## src/rtl/cpu_pkg.sv

```systemverilog
// Shared CPU datapath widths and the writeback buffer entry type.
package cpu_pkg;
  localparam int REG_ADDR_W = 5;
  localparam int DATA_W     = 32;

  typedef struct packed {
    logic [REG_ADDR_W-1:0] reg_addr;
    logic [DATA_W-1:0]     data;
  } wb_entry_t;
endpackage

```

## src/rtl/wb_write_buffer_if.sv

```systemverilog
// Writeback buffer bus: request handshake, register-file write port and bypass lookups.
interface wb_write_buffer_if
  import cpu_pkg::*;
#(
  parameter int DEPTH = 4
);
  localparam int CNT_W = $clog2(DEPTH) + 1;

  // Request handshake: a transfer happens on a rising edge where wr_valid && wr_ready.
  // wr_ready depends only on buffer occupancy, never on wr_valid or rf_grant.
  logic                  wr_valid;
  logic                  wr_ready;
  logic [REG_ADDR_W-1:0] wr_reg;
  logic [DATA_W-1:0]     wr_data;

  logic                  rf_grant;
  logic                  RegWrite;
  logic [REG_ADDR_W-1:0] WriteRegister;
  logic [DATA_W-1:0]     WriteData;

  logic [REG_ADDR_W-1:0] ReadRegister1;
  logic [REG_ADDR_W-1:0] ReadRegister2;
  logic                  hit1;
  logic                  hit2;
  logic [DATA_W-1:0]     BypassData1;
  logic [DATA_W-1:0]     BypassData2;

  logic [CNT_W-1:0]      count;

  modport slave (
    input  wr_valid, wr_reg, wr_data, rf_grant, ReadRegister1, ReadRegister2,
    output wr_ready, RegWrite, WriteRegister, WriteData,
    output hit1, hit2, BypassData1, BypassData2, count
  );

  modport master (
    output wr_valid, wr_reg, wr_data, rf_grant, ReadRegister1, ReadRegister2,
    input  wr_ready, RegWrite, WriteRegister, WriteData,
    input  hit1, hit2, BypassData1, BypassData2, count
  );
endinterface

```

## src/rtl/wb_bypass_match.sv

```systemverilog
// Youngest-match search of the pending writeback entries for one read address.
module wb_bypass_match
  import cpu_pkg::*;
#(
  parameter int DEPTH = 4,
  localparam int PTR_W = $clog2(DEPTH)
) (
  input  wb_entry_t [DEPTH-1:0] entries,
  input  logic [DEPTH-1:0]      valid,
  input  logic [PTR_W-1:0]      head,
  input  logic [REG_ADDR_W-1:0] read_reg,
  output logic                  hit,
  output logic [DATA_W-1:0]     data
);
  logic [PTR_W-1:0] idx;

  // Walk from oldest to youngest so the last match found is the youngest one.
  always_comb begin
    hit  = 1'b0;
    data = '0;
    idx  = '0;
    for (int k = 0; k < DEPTH; k++) begin
      idx = head + PTR_W'(k);
      if (read_reg != '0 && valid[idx] && entries[idx].reg_addr == read_reg) begin
        hit  = 1'b1;
        data = entries[idx].data;
      end
    end
  end
endmodule

```

## src/rtl/wb_write_buffer.sv

```systemverilog
// In-order writeback FIFO draining into the register file, with youngest-entry bypass.
module wb_write_buffer
  import cpu_pkg::*;
#(
  parameter int DEPTH = 4
) (
  input  logic             clk,
  input  logic             reset,
  wb_write_buffer_if.slave bus
);
  localparam int PTR_W = $clog2(DEPTH);
  localparam int CNT_W = $clog2(DEPTH) + 1;

  wb_entry_t [DEPTH-1:0] mem;
  logic [DEPTH-1:0]      valid;
  logic [PTR_W-1:0]      head;
  logic [PTR_W-1:0]      tail;
  logic [CNT_W-1:0]      count;
  logic                  not_empty;
  logic                  enq;
  logic                  deq;

  assign not_empty    = (count != '0);
  assign bus.wr_ready = (count != CNT_W'(DEPTH));
  // Writes to r0 complete the handshake but are dropped here.
  assign enq          = bus.wr_valid && bus.wr_ready && (bus.wr_reg != '0);
  assign deq          = not_empty && bus.rf_grant;

  assign bus.RegWrite      = deq;
  assign bus.WriteRegister = not_empty ? mem[head].reg_addr : '0;
  assign bus.WriteData     = not_empty ? mem[head].data : '0;
  assign bus.count         = count;

  always_ff @(posedge clk or negedge reset) begin
    if (!reset) begin
      head  <= '0;
      tail  <= '0;
      count <= '0;
      valid <= '0;
    end else begin
      if (enq) begin
        tail        <= tail + 1'b1;
        valid[tail] <= 1'b1;
      end
      if (deq) begin
        head        <= head + 1'b1;
        valid[head] <= 1'b0;
      end
      case ({enq, deq})
        2'b10:   count <= count + 1'b1;
        2'b01:   count <= count - 1'b1;
        default: count <= count;
      endcase
    end
  end

  // Payload storage is qualified by the valid bits, so it carries no reset.
  always_ff @(posedge clk) begin
    if (enq) mem[tail] <= '{reg_addr: bus.wr_reg, data: bus.wr_data};
  end

  wb_bypass_match #(.DEPTH(DEPTH)) u_match1 (
    .entries  (mem),
    .valid    (valid),
    .head     (head),
    .read_reg (bus.ReadRegister1),
    .hit      (bus.hit1),
    .data     (bus.BypassData1)
  );

  wb_bypass_match #(.DEPTH(DEPTH)) u_match2 (
    .entries  (mem),
    .valid    (valid),
    .head     (head),
    .read_reg (bus.ReadRegister2),
    .hit      (bus.hit2),
    .data     (bus.BypassData2)
  );
endmodule

```

## src/flat_wrapper.sv

```systemverilog
// flat-port wrapper written by rule: the top's interface ports become plain ports
module wb_write_buffer_flat import cpu_pkg::*;
#(
  parameter int DEPTH = 4
)
  (clk, reset, bus_wr_valid, bus_wr_reg, bus_wr_data, bus_rf_grant, bus_ReadRegister1, bus_ReadRegister2, bus_wr_ready, bus_RegWrite, bus_WriteRegister, bus_WriteData, bus_hit1, bus_hit2, bus_BypassData1, bus_BypassData2, bus_count);
  wb_write_buffer_if #(.DEPTH(DEPTH)) bus_i ();
  input  logic clk;
  input  logic reset;
  input wire logic [$bits(bus_i.wr_valid)-1:0] bus_wr_valid;
  input wire logic [$bits(bus_i.wr_reg)-1:0] bus_wr_reg;
  input wire logic [$bits(bus_i.wr_data)-1:0] bus_wr_data;
  input wire logic [$bits(bus_i.rf_grant)-1:0] bus_rf_grant;
  input wire logic [$bits(bus_i.ReadRegister1)-1:0] bus_ReadRegister1;
  input wire logic [$bits(bus_i.ReadRegister2)-1:0] bus_ReadRegister2;
  output wire logic [$bits(bus_i.wr_ready)-1:0] bus_wr_ready;
  output wire logic [$bits(bus_i.RegWrite)-1:0] bus_RegWrite;
  output wire logic [$bits(bus_i.WriteRegister)-1:0] bus_WriteRegister;
  output wire logic [$bits(bus_i.WriteData)-1:0] bus_WriteData;
  output wire logic [$bits(bus_i.hit1)-1:0] bus_hit1;
  output wire logic [$bits(bus_i.hit2)-1:0] bus_hit2;
  output wire logic [$bits(bus_i.BypassData1)-1:0] bus_BypassData1;
  output wire logic [$bits(bus_i.BypassData2)-1:0] bus_BypassData2;
  output wire logic [$bits(bus_i.count)-1:0] bus_count;
  assign bus_i.wr_valid = bus_wr_valid;
  assign bus_i.wr_reg = bus_wr_reg;
  assign bus_i.wr_data = bus_wr_data;
  assign bus_i.rf_grant = bus_rf_grant;
  assign bus_i.ReadRegister1 = bus_ReadRegister1;
  assign bus_i.ReadRegister2 = bus_ReadRegister2;
  assign bus_wr_ready = bus_i.wr_ready;
  assign bus_RegWrite = bus_i.RegWrite;
  assign bus_WriteRegister = bus_i.WriteRegister;
  assign bus_WriteData = bus_i.WriteData;
  assign bus_hit1 = bus_i.hit1;
  assign bus_hit2 = bus_i.hit2;
  assign bus_BypassData1 = bus_i.BypassData1;
  assign bus_BypassData2 = bus_i.BypassData2;
  assign bus_count = bus_i.count;
  wb_write_buffer #(.DEPTH(DEPTH)) u_core (.clk(clk), .reset(reset), .bus(bus_i));
endmodule
```

## config.mk

```make
export PLATFORM = sky130hd
export DESIGN_NAME = wb_write_buffer_flat
export DESIGN_NICKNAME = d
export VERILOG_FILES = /design/src/rtl/cpu_pkg.sv /design/src/rtl/wb_write_buffer_if.sv /design/src/rtl/wb_bypass_match.sv /design/src/rtl/wb_write_buffer.sv /design/src/flat_wrapper.sv
export SDC_FILE = /design/constraint.sdc
export NUM_CORES = 1
export LEC_CHECK = 0
export BUFFER_PORTS_ARGS = -buffer_cell sky130_fd_sc_hd__buf_2
export CAP_MARGIN = 20
export CORE_UTILIZATION = 65
export CTS_CLUSTER_SIZE = 10
export DETAILED_ROUTE_END_ITERATION = 16
export GPL_ROUTABILITY_DRIVEN = 0
export PLACE_DENSITY = 0.84
export SLEW_MARGIN = 20
export SYNTH_ARGS = -nofsm -noshare
export SYNTH_HDL_FRONTEND = slang
export SYNTH_HIERARCHICAL = 1
export SYNTH_SLANG_ARGS = --single-unit
```

## constraint.sdc

```tcl
create_clock -name clk -period 7.32 [get_ports clk]
set_clock_uncertainty 0.2 [all_clocks]
set_input_delay 0.366 -clock clk [delete_from_list [all_inputs] [get_ports clk]]
set_output_delay 0.366 -clock clk [all_outputs]
set_load 0.01 [all_outputs]
```

==> metrics.txt <==
status=completed; clock net sink count=roughly 160; HP Class=in2async; CP Capture Type=output port; maxcap violations=0; Reg2Reg Setup Slack=between 4 and 5 ns; Leak=6.12 nW; share of layout cells above drive strength 1=28.4%; number of I/O pins=159; die height=~150 um; flop and latch count out of synthesis=159; Max-slew headroom=between 30% and 40%; Area contributors post-synth=edfxtp_1 (30%), mux2i_1 (12%), mux2_2 (9.1%); CP cell instances=buf_4 > or3b_2 > a21oi_1 > a211oi_1 > nor3_2 > buf_4 > a21oi_2 > buf_4 > o311ai_0 > a2bb2oi_1 > buf_2; pre-CTS WS=2.19 ns; max-slew violation count=0; routed vias=around 13000; Setup TNS Final=0 ns; Worst-Skew Late Latency=about 0.43 ns; drt wl/cell=around 25 um; fill cell count=~1500; syn_nets=between 1000 and 1500; Die X=153 um; GR Util All Layers=between 30% and 40%; final hold slack=0.158 ns; clock share of power=around 14%; post-synth top area cell=edfxtp_1; RSZ-0062 raised after global routing=no; Max VDD drop=approximately 0.00026 V; CP peak stage delay=about 1.0 ns; DR vias/cell=about 7.4; CP required=~6.8 ns; share of synthesized registers carrying an async set or reset=6.92%; multi-input gate area in the final layout=0.00939 sq mm; Cell Rows=54; global-route wire length before repair=70.0 mm; Buf/Inv on CP=4; crit path max fanout=between 60 and 70; antenna violations before repair=0; Worst Path Arrival=5.03 ns; # DRC=0; Synth top area share=29.9%; Most common cell on crit path=buf_4; largest net degree at the start of global routing=about 210; cell type group with the largest total delay on the critical path=buffers and inverters; Crit Path Class=reg2out; post-CTS resize count=0; Pint=3.45 mW; pwr dens=about 380 mW/mm^2; synthesized area=between 0.01 and 0.015 sq mm; starting density of the core=67.3%; Final nets=between 1500 and 2000; Main synth FF type=edfxtp_1; sw frac=approximately 45%; clk slew on worst S/H paths=about 0.07 ns; Num CTS Buffers=17; vias in the first global route=13049; Syn Area/Cell=about 11 sq um; CTS H-Tree Depth=4; setup ws final=roughly 1.7 ns; core box area=0.0221 sq mm; Synth warnings=6; Least-Margin Pin Slew=around 1.0 ns; Post-Synthesis Cells=around 1400; NetSw=roughly 2.8 mW; root buf cell=clkbuf_16; grt total ovfl=0; Fin. Hold Viols=0; combinational share of power=about three fifths; I/O Buffers=around 160; total wire length=~45 mm; Unique masters post-synth=between 60 and 70; Fmax=between 150 and 200 MHz; min cycle time layout=approximately 5.6 ns; CTS max path bufs=2; Final ANT Viol Nets=0; Final HPWL DP=26.2 mm; Finish-stage setup viols=0; DR iter-0 viols=approximately 1900; CTS tree=built; DR pass1 iterations=6; sequential share of power=25.7%; FF+latch area=0.00473 sq mm; slowest cell on the critical path=dfrtp_4; Seq/Total Area, Yosys=roughly a third; Area Overhead vs Synth=11.3%; Period Utilization, post-route=approximately three quarters; Setup crit start kind=flip-flop; EDFF count, synth=148; # diodes=0; die footprint=~0.023 sq mm
## synth_stat cells, types with 4 or more instances
master / n
buf_4: 5
mux4_2: 57
nand2b_1: 10
o32a_1: 14
mux2i_1: 175
nand4_1: 4
a31oi_1: 4
and3_1: 4
nor2b_1: 38
o311ai_0: 20
o221ai_1: 48
o211a_1: 6
mux2_1: 4
o21ai_1: 12
xnor2_1: 19
mux2i_4: 6
edfxtp_1: 148
mux2_2: 120
buf_6: 16
nand3b_1: 10
o311ai_1: 28
a21oi_1: 12
nor2_1: 111
or3b_2: 5
xor2_1: 14
ha_1: 9
o211ai_1: 50
a22oi_1: 4
a311o_1: 4
a221oi_1: 16
inv_1: 21
a2bb2oi_1: 48
buf_2: 49
nand3_1: 12
clkbuf_1: 68
a211oi_1: 22
dfrtp_1: 11
nor3_1: 23
nor3b_1: 6
o21ai_0: 6
nand2_1: 124
## worst paths after layout
| path | startpoint | end | depth (start not counted) |
|---|---|---|---|
| worst max-delay path | u_core/head[1]$_DFFE_PN0N_ | bus_BypassData1[17] | 11 |
| worst min-delay path | reset | u_core/bus.count[1]$_DFFE_PN0P_ | 2 |
| worst max register to register | u_core/head[1]$_DFFE_PN0N_ | u_core/head[1]$_DFFE_PN0N_ | 5 |
| worst min register to register | u_core/bus.count[2]$_DFFE_PN0P_ | u_core/bus.count[2]$_DFFE_PN0P_ | 1 |
| max in group asynchronous | reset | u_core/head[1]$_DFFE_PN0N_ | 2 |
| min in group clk | bus_rf_grant | u_core/head[0]$_DFFE_PN0N_ | 3 |
## sequential cells by signal (all words and copies together) (netlist names)
name              count
u_core/bus.count      3
u_core/valid          4
u_core/mem          148
u_core/tail           2
u_core/head           2
## cell usage in the layout (no fill, tap or decap), types with 5 or more instances in the layout
master / count
nand3_1: 12
o32a_1: 14
mux4_2: 57
a221oi_1: 16
nand3b_1: 10
clkbuf_16: 17
nor2_1: 107
nand2_1: 123
buf_4: 24
or3b_2: 5
dlygate4sd3_1: 38
o21ai_1: 12
inv_1: 21
xnor2_1: 19
nor3_1: 20
mux2_2: 120
o311ai_0: 20
nor2b_1: 38
xor2_1: 14
o211ai_1: 50
ha_1: 9
nor3b_1: 6
o311ai_1: 28
mux2i_4: 6
a21oi_1: 12
edfxtp_1: 148
a211oi_1: 22
mux2i_1: 175
o211a_1: 6
nand2b_1: 10
o221ai_1: 48
o21ai_0: 6
a2bb2oi_1: 48
buf_2: 158
dfrtp_1: 9
## what timing repair did
| action | CTS | global route |
|---|---|---|
| hold buffers | 38 | 0 |
| hold endpoints to repair | 159 | 0 |
| setup buffers | 0 | 0 |
## final cells by class
| type | instances | area share [%] |
|---|---|---|
| inverters | 23 | 0.522 |
| multi-input cells | 1084 | 56.8 |
| clock buffers | 18 | 2.59 |
| clock inverters | 14 | 0.953 |
| repair buffers | 222 | 8.46 |
| flip-flops and latches | 159 | 28.6 |
| well taps | 280 | 2.12 |
## power groups by stage
stage / Sequential (mW) / Combinational, mW / Clock, mW
2_1_floorplan: 1.39 / 3.03 / 0
3_3_place_gp: 1.59 / 3.50 / 0
3_5_place_dp: 1.61 / 3.60 / 0
4_1_cts: 1.59 / 3.65 / 0.904
5_1_grt: 1.64 / 3.95 / 0.933
6_report: 1.60 / 3.74 / 0.903
## metrics by stage
step	area (sq um)	power (mW)	instances	util, %
2_1_floorplan	14900	4.42	1406	-
3_3_place_gp	15500	5.09	1729	70.3
3_5_place_dp	15500	5.21	1729	70.3
4_1_cts	16500	6.15	1799	74.7
5_1_grt	16500	6.53	1800	74.9
6_report	16500	6.25	1800	74.9
## logic make-up (layout without fill, tap and decap cells)
family | count (synthesis) | count (layout) | share of synthesized area [%]
AO/OA/AOI/OAI | 315 | 315 | 17.6
XOR/XNOR | 33 | 33 | 1.94
adder cells (fa/ha/maj) | 10 | 10 | 0.892
buffers and inverters | 163 | 277 | 5.46
flip-flops | 159 | 159 | 31.7
multiplexers | 364 | 364 | 30.9
AND/OR/NAND/NOR | 362 | 362 | 11.4
## per-layer routing
layer | vias to the layer above | GRT usage [%] | share of wire [%]
li1 | 5768 | - | -
met2 | 1014 | 60.4 | 46
met3 | 226 | 8.02 | 12
met5 | - | 0 | 0
met4 | 0 | 21.5 | 4.9
met1 | 6273 | 48.7 | 36
## worst register-to-register path: cells and delay by family, from the launching register on
family                   cells  cell delay, ns
buffers and inverters        3            1.19
adder cells (fa/ha/maj)      1            0.31
multiplexers                 1            0.29
flip-flops                   1            1.02
No activity file was read; power rests on OpenSTA's default activity.
